### src/rtl/borg_plane_scanner.sv
// PWM scan engine for the Farbborg LED cube: fetches brightness bytes plane by
// plane, thresholds them against the PWM step and drives the latch/plane shift chains.
module borg_plane_scanner #(
    parameter int PLANES      = 5,
    parameter int LATCHES     = 8,
    parameter int PWM_STEPS   = 255,
    parameter int DISP_CYCLES = 64,
    parameter int ADR_W       = 6
) (
    input  logic             clk,
    input  logic             reset,
    input  logic             enable,
    output logic [ADR_W-1:0] buf_adr,
    input  logic [63:0]      buf_dat,
    output logic             frame_done,
    output logic             lsr_clr,
    output logic             lsr_d,
    output logic             lsr_c,
    output logic [7:0]       latch_data,
    output logic             psr_c,
    output logic             psr_d,
    output logic             col_enable
);

    localparam int PL_W = (PLANES > 1) ? $clog2(PLANES) : 1;
    localparam int LT_W = (LATCHES > 1) ? $clog2(LATCHES) : 1;
    localparam int DC_W = (DISP_CYCLES > 1) ? $clog2(DISP_CYCLES) : 1;

    typedef enum logic [2:0] {
        IDLE,
        PSR_SET,
        PSR_CLK,
        LSR_CLR,
        FETCH,
        DATA,
        LCLK,
        DISP
    } state_t;

    state_t            state_reg, state_next;
    logic [PL_W-1:0]   plane_reg, plane_next;
    logic [7:0]        step_reg, step_next;
    logic [LT_W-1:0]   latch_reg, latch_next;
    logic [DC_W-1:0]   disp_reg, disp_next;
    logic              need_psr_reg, need_psr_next;
    logic              frame_done_next;
    logic [ADR_W-1:0]  adr_next;
    logic [7:0]        hit;

    genvar gi;
    generate
        for (gi = 0; gi < 8; gi++) begin : g_cmp
            assign hit[gi] = buf_dat[8*gi +: 8] > step_reg;
        end
    endgenerate

    always_comb begin
        state_next      = state_reg;
        plane_next      = plane_reg;
        step_next       = step_reg;
        latch_next      = latch_reg;
        disp_next       = disp_reg;
        need_psr_next   = need_psr_reg;
        frame_done_next = 1'b0;

        case (state_reg)
            IDLE: begin
                // A resume mid-plane skips the plane shift; a new plane needs it.
                if (enable) begin
                    state_next = need_psr_reg ? PSR_SET : LSR_CLR;
                end
            end
            PSR_SET: begin
                need_psr_next = 1'b0;
                state_next    = PSR_CLK;
            end
            PSR_CLK: state_next = LSR_CLR;
            LSR_CLR: begin
                latch_next = '0;
                state_next = FETCH;
            end
            FETCH: state_next = DATA;
            DATA:  state_next = LCLK;
            LCLK: begin
                if (latch_reg == LT_W'(LATCHES - 1)) begin
                    disp_next  = '0;
                    state_next = DISP;
                end else begin
                    latch_next = latch_reg + 1'b1;
                    state_next = FETCH;
                end
            end
            DISP: begin
                if (disp_reg == DC_W'(DISP_CYCLES - 1)) begin
                    if (step_reg == 8'(PWM_STEPS - 1)) begin
                        step_next     = '0;
                        need_psr_next = 1'b1;
                        state_next    = PSR_SET;
                        if (plane_reg == PL_W'(PLANES - 1)) begin
                            plane_next      = '0;
                            frame_done_next = 1'b1;
                        end else begin
                            plane_next = plane_reg + 1'b1;
                        end
                    end else begin
                        step_next  = step_reg + 1'b1;
                        state_next = LSR_CLR;
                    end
                    if (!enable) begin
                        state_next = IDLE;
                    end
                end else begin
                    disp_next = disp_reg + 1'b1;
                end
            end
            default: state_next = IDLE;
        endcase

        adr_next = ADR_W'(int'(plane_next) * LATCHES + int'(latch_next));
    end

    // Outputs are decoded from the state being entered so they line up with it.
    always_ff @(posedge clk) begin
        if (reset) begin
            state_reg    <= IDLE;
            plane_reg    <= '0;
            step_reg     <= '0;
            latch_reg    <= '0;
            disp_reg     <= '0;
            need_psr_reg <= 1'b1;
            buf_adr      <= '0;
            frame_done   <= 1'b0;
            lsr_clr      <= 1'b0;
            lsr_d        <= 1'b0;
            lsr_c        <= 1'b0;
            latch_data   <= '0;
            psr_c        <= 1'b0;
            psr_d        <= 1'b0;
            col_enable   <= 1'b0;
        end else begin
            state_reg    <= state_next;
            plane_reg    <= plane_next;
            step_reg     <= step_next;
            latch_reg    <= latch_next;
            disp_reg     <= disp_next;
            need_psr_reg <= need_psr_next;
            frame_done   <= frame_done_next;
            psr_c        <= (state_next == PSR_CLK);
            lsr_clr      <= (state_next == LSR_CLR);
            lsr_c        <= (state_next == LCLK);
            col_enable   <= (state_next == DISP);
            if (state_next == PSR_SET) begin
                psr_d <= (plane_next == '0);
            end
            if (state_next == FETCH) begin
                buf_adr <= adr_next;
            end
            if (state_next == DATA) begin
                lsr_d <= (latch_next == '0);
            end
            // buf_dat is valid during DATA, one cycle after the FETCH address.
            if (state_reg == DATA) begin
                latch_data <= hit;
            end
        end
    end

endmodule

### config.mk
export PLATFORM = sky130hd
export DESIGN_NAME = borg_plane_scanner
export DESIGN_NICKNAME = d
export VERILOG_FILES = /design/src/rtl/borg_plane_scanner.sv
export SDC_FILE = /design/constraint.sdc
export NUM_CORES = 1
export LEC_CHECK = 0
export ABC_AREA = 1
export CAP_MARGIN = 40
export CORE_MARGIN = 5
export CORE_UTILIZATION = 45
export CTS_CLUSTER_SIZE = 8
export DETAILED_ROUTE_END_ITERATION = 6
export MAX_ROUTING_LAYER = met4
export PLACE_DENSITY = 0.77
export SLEW_MARGIN = 20
export SYNTH_ARGS = -nofsm -noshare
export SYNTH_HDL_FRONTEND = slang
export SYNTH_SLANG_ARGS = --single-unit
### constraint.sdc
create_clock -name clk -period 1.7 [get_ports clk]
set_input_delay 0.34 -clock clk [delete_from_list [all_inputs] [get_ports clk]]
set_output_delay 0.34 -clock clk [all_outputs]
set_load 0.05 [all_outputs]
==> results.json, run 1 <==
{
  "clock_path_buffers": 2,
  "postSynthCellCount": 467,
  "setup_viol": 0,
  "drt_iter0_markers": 255,
  "cts_sinks": 45,
  "critPathArrivalTime_ns": 1.86,
  "critPathSlowestCell": "dfxtp_4",
  "dp.cells": 658,
  "h-tree-depth": 2,
  "layout.filler_cells": 625,
  "core-area_um2": 7330,
  "rows": 31,
  "relSlewSlack_pct": 70.7,
  "yosysTopAreaCell": "dfxtp_1",
  "drv_slew": 0,
  "worstSetupPathType": "flip-flop to flip-flop",
  "min-delay-start": "buf_adr[2]",
  "fmax_mhz": 603,
  "status": "finished, final reports clean",
  "ant_nets": 0,
  "fin_nets": 716,
  "numCtsBuffers": 5,
  "hold_class": "flip-flop to flip-flop",
  "synth_nets": 604,
  "place_congestion": 0.876,
  "hold_viol_final": 0,
  "dp_hpwl_um": 7010,
  "rrSetupSlack_ns": 0.04,
  "cts.clk_slew.worst_paths_ns": 0.09,
  "peakVddDrop_v": 0.000316,
  "mostFrequentLayoutCell": "nand2_1",
  "path_max_fanout": 8,
  "worstReg2RegStart": "disp_reg[1]",
  "grt_pass1_vias": 3289,
  "min_period_ns": 1.66,
  "cts_hold_buf": 0,
  "whs_path_depth": 2,
  "period_share_pct": 97.5,
  "wl_um": 9240,
  "crit_buf_inv": 1,
  "drive_gt1_share_pct": 16.9,
  "avgRoutedWirePerCell_um": 13.6,
  "crit_chain": "ha_4, nand3_4, nor2_4, nand2_4, nor2_4, nand2_1, nand2_2, nand2_4, nand3_4, inv_4, nor2_1, nor2_1",
  "layout_setup_ws_ns": 0.0425,
  "cpLargestDelayFamily": "simple AND/OR/NAND/NOR gates",
  "syn_area_um2": 3430,
  "grt_pass1_wl_um": 14800,
  "worst-r2r-cell-count": 12,
  "setup-tns-final_ns": 0,
  "synth_warnings": 0,
  "stdcell_count": 679,
  "finalCoreUtilization_pct": 64.6,
  "track_usage_pct": 19.0,
  "die_w_um": 97.3,
  "dieArea_um2": 9460,
  "die_y_um": 97.3,
  "drt_pre_antenna_iters": 5,
  "yosys.area.top_type_share_pct": 26.3,
  "viasPerCell": 5.17,
  "ys_seq_area_share_pct": 26.3,
  "synth_area_per_cell_um2": 7.34,
  "crit_required_ns": 1.91,
  "antenna_found_initial": 0,
  "clkLatencyLatePin_ns": 0.30,
  "rsz0062_at_grt": "true",
  "crit_path_start_kind": "flip-flop",
  "globalRoute.totalOverflow": 0,
  "finClkSkew_ns": 0.00345,
  "start_util_pct": 46.7,
  "maxCapViolCount": 0,
  "synth_seq_cells": 45,
  "vias": 3510,
  "timing.rr.end": "buf_adr[3]",
  "synth_cell_types": 34,
  "diodes": 0,
  "area_delta_synth_final_pct": 38.2,
  "grt_max_degree": 17,
  "worst_pin_slew_ns": 0.439,
  "holdPathEnd": "buf_adr[2]",
  "cts_tree": "yes",
  "leakage_nw": 2.08,
  "portBuffers": 87,
  "cp-end-kind": "flip-flop",
  "drc": 0,
  "root_buffer": "clkbuf_8",
  "pin_count": 88,
  "final_cell_mix": "nand2_1, ha_1, clkdlybuf4s50_1",
  "dp_slack_ns": -0.0438,
  "slowest_delay_ns": 0.38,
  "hold_ws_ns": 0.488,
  "p_per_area_nw_per_um2": 599,
  "synthTopCellsByArea": "dfxtp_1, ha_1, nand2_1, a21oi_1, nor2_1"
}
-- Yosys cell counts --
master     n
inv_1     49
nand2_2    3
nor3_2     1
nand4_1    8
o21ai_0   22
a31oi_1    1
nand3_1   10
nor3_1    16
nand3_2    1
inv_2      4
nand2_4    2
o21ai_1    3
nor4_1     3
dfxtp_1   45
o211ai_1   9
o21a_1     2
nor2_2     1
buf_4      1
o21ai_2    1
nor2_4     3
nand3_4    1
o21bai_4   1
or2_2      1
nand2_1   91
a21oi_1   53
nand3b_1   1
nor2_1    55
nor3b_1    1
buf_6      1
a211oi_1   2
buf_2      1
clkbuf_1   3
ha_1      70
and3_1     1
-- kinds of logic (layout without fill, tap and decap cells) --
| group | Yosys count | after routing | synth area share (%) |
|---|---|---|---|
| AOI/OAI and AO/OA | 94 | 94 | 15.2 |
| adders and majority gates | 70 | 70 | 25.6 |
| buffers and inverters | 59 | 171 | 6.83 |
| DFF | 45 | 45 | 26.3 |
| and+or+nand+nor | 199 | 200 | 26.1 |
-- per-stage QoR --
stage               total power [mW]  instance area [µm²]
floorplan                       1.69                 3430
global placement                1.97                 4420
detailed placement              2.00                 4420
CTS                             2.81                 4570
global route                    2.99                 4740
finish                          2.84                 4740
-- area by class of cell --
class,count,area (µm²),share of cell area [%]
multi-input cells,364,2370,50.0
clock buffers,5,68.8,1.45
repair buffers,108,980,20.7
flip-flops and latches,45,920,19.4
repair inverters,2,15.0,0.317
well taps,99,124,2.62
clock inverters,3,46.3,0.978
inverters,53,216,4.57
-- worst register-to-register path, cell delays in order, from the launching register on --
cell,delay [ns]
dfxtp_4,0.38
ha_4,0.16
nand3_4,0.09
nor2_4,0.14
nand2_4,0.12
nor2_4,0.13
nand2_1,0.07
nand2_2,0.10
nand2_4,0.08
nand3_4,0.11
inv_4,0.05
nor2_1,0.09
nor2_1,0.05
-- what timing repair did --
action,4_1_cts,5_1_grt
gates resized for setup,4,37
gates cloned,0,3
pin swaps,2,11
buffers inserted,3,7
setup endpoints to repair,9,23
-- worst max-delay path by stage --
stage | start | to | slack [ns] | cells after the start
after floorplan | step_reg[0] | step_reg[4] | 0.06 | 9
after global placement | enable | buf_adr[4] | 0.004 | 8
after detailed placement | enable | buf_adr[4] | -0.04 | 10
after CTS | step_reg[3] | latch_data[4] | 0.006 | 9
after global routing | disp_reg[1] | buf_adr[3] | -0.09 | 10
final | disp_reg[1] | buf_adr[3] | 0.04 | 12
-- metal layers --
layer	vias up	GRT usage, %	part of all wire, %
met1	1580	24.0	44
li1	1819	-	-
met3	13	3.52	5.2
met4	0	3.41	1.7
met2	98	32.3	49
met5	-	-	0
-- power by group --
part           switching (mW)  internal, mW  total [mW]
Sequential             0.0439          1.10        1.15
Clock                   0.389         0.440       0.829
Combinational           0.489         0.372       0.861
Note: power is estimated with default switching activity, not from simulation.
==> run 2: changes to the inputs <==
--- a/config.mk
+++ b/config.mk
@@ -5,7 +5,6 @@
 export SDC_FILE = /design/constraint.sdc
 export NUM_CORES = 1
 export LEC_CHECK = 0
-export ABC_AREA = 1
 export CAP_MARGIN = 40
 export CORE_MARGIN = 5
 export CORE_UTILIZATION = 45
==> constraint.sdc (replaced) <==
create_clock -name clk -period 1.7 [get_ports clk]
set_input_delay 0.17 -clock clk [delete_from_list [all_inputs] [get_ports clk]]
set_output_delay 0.17 -clock clk [all_outputs]
set_load 0.05 [all_outputs]
==> results.json, run 2 <==
{
  "synth_top_flop_cell": "dfxtp_1",
  "fin_total_pwr_mw": 2.67,
  "synth_seq_cells": 45,
  "clock_path_buffers": 2,
  "place_area_um2": 4760,
  "drt_iter0_markers": 211,
  "peakVddDrop_v": 0.000701,
  "finalCoreUtilization_pct": 73.7,
  "synthSimpleGateAreaFrac_pct": 19.8,
  "ant_nets": 0,
  "grt_max_degree": 19,
  "cp-end-kind": "flip-flop",
  "period_share_pct": 108,
  "drc": 0,
  "worstSetupPathType": "flip-flop to flip-flop",
  "crit_chain": "ha_4, buf_6, nand4_1, nor2_2, o211ai_1, a311o_2, mux2_4",
  "relSlewSlack_pct": 38.3,
  "final_cell_area_um2": 5600,
  "critPathArrivalTime_ns": 2.04,
  "synth_top_family_by_area": "adder cells",
  "ys_seq_area_share_pct": 25.9,
  "seq_area_um2": 926,
  "slowest_delay_ns": 0.41,
  "async_flop_share_pct": 0,
  "synth_area_per_cell_um2": 8.60,
  "setup_viol": 16,
  "postSynthCellCount": 404,
  "dp_hpwl_um": 7680,
  "worst_pin_slew_ns": 0.922,
  "track_usage_pct": 22.2,
  "synth_compound_area_share_pct": 18.7,
  "synth_xor_area_share_pct": 2.52,
  "yosysTopAreaCell": "dfxtp_1",
  "diodes": 0,
  "final_cell_mix": "clkdlybuf4s50_1, buf_4, ha_1",
  "status": "finished with violations",
  "avgRoutedWirePerCell_um": 18.9,
  "cts_sinks": 45,
  "drv_slew": 0,
  "synthTopCellsByArea": "dfxtp_1, ha_1, nand3_1, a21o_1, nor2_1",
  "maxCapViolCount": 0,
  "syn_area_um2": 3470,
  "p_per_area_nw_per_um2": 476,
  "vias": 3766,
  "numCtsBuffers": 5,
  "synthMuxAreaShare_pct": 2.84,
  "drive_gt1_share_pct": 30.4,
  "violations": "negative setup slack",
  "fmax_mhz": 545,
  "layout.filler_cells": 505,
  "die_w_um": 97.9,
  "cts.clk_slew.worst_paths_ns": 0.10,
  "cts_hold_buf": 0,
  "leakage_nw": 2.25,
  "layout_setup_ws_ns": -0.134,
  "hold_viol_final": 0,
  "area_delta_synth_final_pct": 61.3,
  "cts_tree": "yes",
  "mostFrequentLayoutCell": "clkdlybuf4s50_1",
  "wl_um": 12300,
  "cpLargestDelayFamily": "compound AO/OA/AOI/OAI gates",
  "synth-edff-count": 0,
  "synth_common_cells": "ha_1, dfxtp_1, nor2_1",
  "rows": 32,
  "synth-adder-area-share_pct": 25.2,
  "clkLatencyLatePin_ns": 0.31,
  "viasPerCell": 5.78,
  "grt_pass1_vias": 3687,
  "core-area_um2": 7610,
  "h-tree-depth": 2,
  "critPathSlowestCell": "a311o_2",
  "path_max_fanout": 6,
  "min_period_ns": 1.83,
  "fin_nets": 685,
  "yosys.area.top_type_share_pct": 25.9,
  "grt_pass1_wl_um": 17300,
  "crit_path_start_kind": "flip-flop",
  "synth_cell_types": 49,
  "multi_input_area_um2": 2930,
  "start_util_pct": 45.7,
  "drt_pre_antenna_iters": 5,
  "crit_required_ns": 1.90,
  "globalRoute.totalOverflow": 0,
  "synth_nets": 541,
  "finClkSkew_ns": 0.0142,
  "hold_class": "flip-flop to flip-flop",
  "synth_most_common_cell": "ha_1",
  "portBuffers": 87,
  "die_y_um": 97.9,
  "crit_buf_inv": 1,
  "pin_count": 88,
  "root_buffer": "clkbuf_8",
  "synth_warnings": 0,
  "dieArea_um2": 9580,
  "place_congestion": 0.851,
  "rsz0062_at_grt": "true",
  "antenna_found_initial": 0
}
-- run 2: changes by cell type after synthesis, moves of 8 or more --
cell	delta
nand2_1	-77
a21oi_1	-28
nor2_1	-21
inv_1	-19
nand3_1	+19
a21o_1	+17
nand2b_1	+14
nor2b_1	+11
a211oi_1	+10
xnor2_1	+10
a32o_1	+9
nor3_1	-8
o211ai_1	-8
-- run 2: kinds of logic (layout without fill, tap and decap cells) --
family,Yosys count,in the layout
compound gates,93,93
xor+xnor,10,10
fa+ha+maj,70,70
buf+inv,42,187
flops,45,45
mux,9,9
simple gates,135,135
-- run 2: layer usage --
metal  GRT usage, %  vias to the layer above  wire [µm]
met2           38.0                      148       6250
li1               -                     1767          -
met4           6.28                        0        410
met3           3.29                       35        511
met1           27.1                     1816       5140
met5              -                        -          0
-- run 2: path summary, 6_finish.rpt --
check,startpoint,slack [ns],cells past startpoint,endpoint
max,disp_reg[1],-0.13,7,buf_adr[5]
min,latch_data[1],0.48,1,latch_data[1]
max reg2reg,disp_reg[1],-0.13,7,buf_adr[5]
min reg2reg,latch_data[1],0.48,1,latch_data[1]
-- run 2: where the power goes --
part           switching, mW  internal [mW]  total, mW
logic                  0.405          0.428      0.833
registers             0.0180           1.08       1.10
clock network          0.400          0.338      0.738
-- run 2: stage by stage --
stage	cells	setup slack, ns	TNS, ns	hold WS [ns]
after floorplan	404	-0.0635	-0.149	0.344
after global placement	626	-0.205	-2.61	0.452
after detailed placement	626	-0.226	-3.06	0.464
after CTS	646	-0.126	-0.758	0.484
after global routing	651	-0.219	-2.45	0.511
final	651	-0.134	-1.23	0.483
-- run 2: cell type report --
class                   instances  share of cell area, %
clock inverters                 2                  0.313
repair inverters                1                  0.134
repair buffers                148                   24.8
clock buffers                   6                   1.47
inverters                      30                   2.21
multi-input cells             317                   52.2
flip-flops and latches         45                   16.5
well taps                     102                   2.28
-- run 2: timing repair --
item                       4_1_cts  5_1_grt
pin swaps                       13       46
buffers inserted                11        6
setup endpoints to repair       32       31
gates cloned                     1        0
hold endpoints to repair         0        0
gates resized for setup         51       65
==> run 3: changes to the inputs <==
--- a/config.mk
+++ b/config.mk
@@ -12,6 +12,7 @@
 export DETAILED_ROUTE_END_ITERATION = 6
 export MAX_ROUTING_LAYER = met4
 export PLACE_DENSITY = 0.77
+export SKIP_CTS_REPAIR_TIMING = 1
 export SLEW_MARGIN = 20
 export SYNTH_ARGS = -nofsm -noshare
 export SYNTH_HDL_FRONTEND = slang
==> results.json, run 3 (synthesis gave the netlist of run 2 again) <==
{
  "hold_class": "flip-flop to flip-flop",
  "peakVddDrop_v": 0.000694,
  "setup_viol": 19,
  "viasPerCell": 5.78,
  "vias": 3737,
  "crit_chain": "clkinvlp_4, ha_1, nand3_1, buf_4, nor2_1, nand3_1, a32o_1",
  "avgRoutedWirePerCell_um": 18.3,
  "min_period_ns": 1.85,
  "ant_nets": 0,
  "status": "finished with violations",
  "p_int_mw": 1.84,
  "portBuffers": 87,
  "crit_path_start_kind": "flip-flop",
  "rsz0062_at_grt": "true",
  "worstSetupPathType": "flip-flop to flip-flop",
  "finClkSkew_ns": 0.0150,
  "final_cell_area_um2": 5510,
  "leakage_nw": 2.21,
  "dp_hpwl_um": 7680,
  "antenna_found_initial": 0,
  "hold_viol_final": 0,
  "track_usage_pct": 20.5,
  "grt_pass1_wl_um": 16100,
  "die_y_um": 97.9,
  "h-tree-depth": 2,
  "clkPwrFrac_pct": 28.0,
  "start_util_pct": 45.7,
  "maxCapViolCount": 0,
  "drt_iter0_markers": 196,
  "core-area_um2": 7610,
  "cts_tree": "yes",
  "rows": 32,
  "cpMostUsedCell": "nand3_1",
  "area_delta_synth_final_pct": 58.6,
  "relSlewSlack_pct": 38.7,
  "seqPwrFrac_pct": 41.3,
  "final_cell_mix": "clkdlybuf4s50_1, ha_1, buf_4",
  "mostFrequentLayoutCell": "clkdlybuf4s50_1",
  "clkLatencyLatePin_ns": 0.31,
  "critPathSlowestCell": "dfxtp_4",
  "drt_pre_antenna_iters": 5,
  "die_w_um": 97.9,
  "clock_path_buffers": 2,
  "globalRoute.totalOverflow": 0,
  "hold_ws_ns": 0.480,
  "period_share_pct": 109,
  "violations": "negative setup slack",
  "numCtsBuffers": 5,
  "root_buffer": "clkbuf_8",
  "dieArea_um2": 9580,
  "pwr-share-comb_pct": 30.7,
  "cp-end-kind": "flip-flop",
  "path_max_fanout": 5,
  "drc": 0,
  "slowest_delay_ns": 0.40,
  "crit_buf_inv": 2,
  "fin_nets": 681,
  "pin_count": 88,
  "drv_slew": 0,
  "grt_pass1_vias": 3464,
  "p_per_area_nw_per_um2": 483,
  "cpLargestDelayFamily": "flip-flops",
  "diodes": 0,
  "cts.clk_slew.worst_paths_ns": 0.09,
  "cts_sinks": 45,
  "critPathArrivalTime_ns": 2.05,
  "grt_max_degree": 19,
  "drive_gt1_share_pct": 28.6,
  "wl_um": 11800,
  "worst_pin_slew_ns": 0.915,
  "fmax_mhz": 542,
  "layout_setup_ws_ns": -0.146,
  "netSwitchingPower_mw": 0.821,
  "place_congestion": 0.851,
  "p_sw_share_pct": 30.9,
  "place_area_um2": 4760,
  "crit_required_ns": 1.91
}
## run 3: cell count changes in the layout (fill, tap and decap cells not counted), sizes merged
cell,previous run,this run
buf,67,63
## run 3: layout make-up
cell class,instances,area (µm²)
Multi-Input combinational cell,317,2850
Timing Repair Buffer,144,1370
Clock buffer,6,82.6
Timing Repair inverter,1,7.51
Fill cell,514,2100
Inverter,30,126
Sequential cell,45,927
Tap cell,102,128
Clock inverter,2,17.5
## run 3: layer usage
layer | up-vias | GRT usage, % | part of all wire (%) | routed length, µm
met5 | - | - | 0 | 0
met4 | 0 | 4.26 | 3.5 | 416
met3 | 42 | 3.00 | 4.9 | 577
met2 | 166 | 35.0 | 50 | 5930
met1 | 1767 | 25.7 | 41 | 4890
li1 | 1762 | - | - | -
## run 3: per-stage QoR
stage	setup TNS (ns)	util (%)	power (mW)	setup WS, ns	instances
finish	-1.29	72.4	2.66	-0.146	647
global route	-2.57	72.4	2.79	-0.207	647
CTS	-3.15	63.9	2.54	-0.251	634
detailed placement	-3.06	62.6	1.82	-0.226	626
global placement	-2.61	62.6	1.80	-0.205	626
floorplan	-0.149	-	1.50	-0.0635	404
## run 3: final timing paths
| path | from | endpoint | slack, ns | cells after the start |
|---|---|---|---|---|
| hold reg to reg | latch_data[1] | latch_data[1] | 0.48 | 1 |
| setup reg to reg | step_reg[4] | latch_data[2] | -0.15 | 7 |
| hold / removal | latch_data[1] | latch_data[1] | 0.48 | 1 |
| setup / recovery | step_reg[4] | latch_data[2] | -0.15 | 7 |
## run 3: power groups by stage
stage | Combinational (mW) | Sequential, mW | Clock (mW)
after CTS | 0.692 | 1.10 | 0.741
after floorplan | 0.324 | 1.18 | 0
final | 0.816 | 1.10 | 0.745
after global placement | 0.670 | 1.13 | 0
after global routing | 0.887 | 1.10 | 0.799
after detailed placement | 0.689 | 1.13 | 0
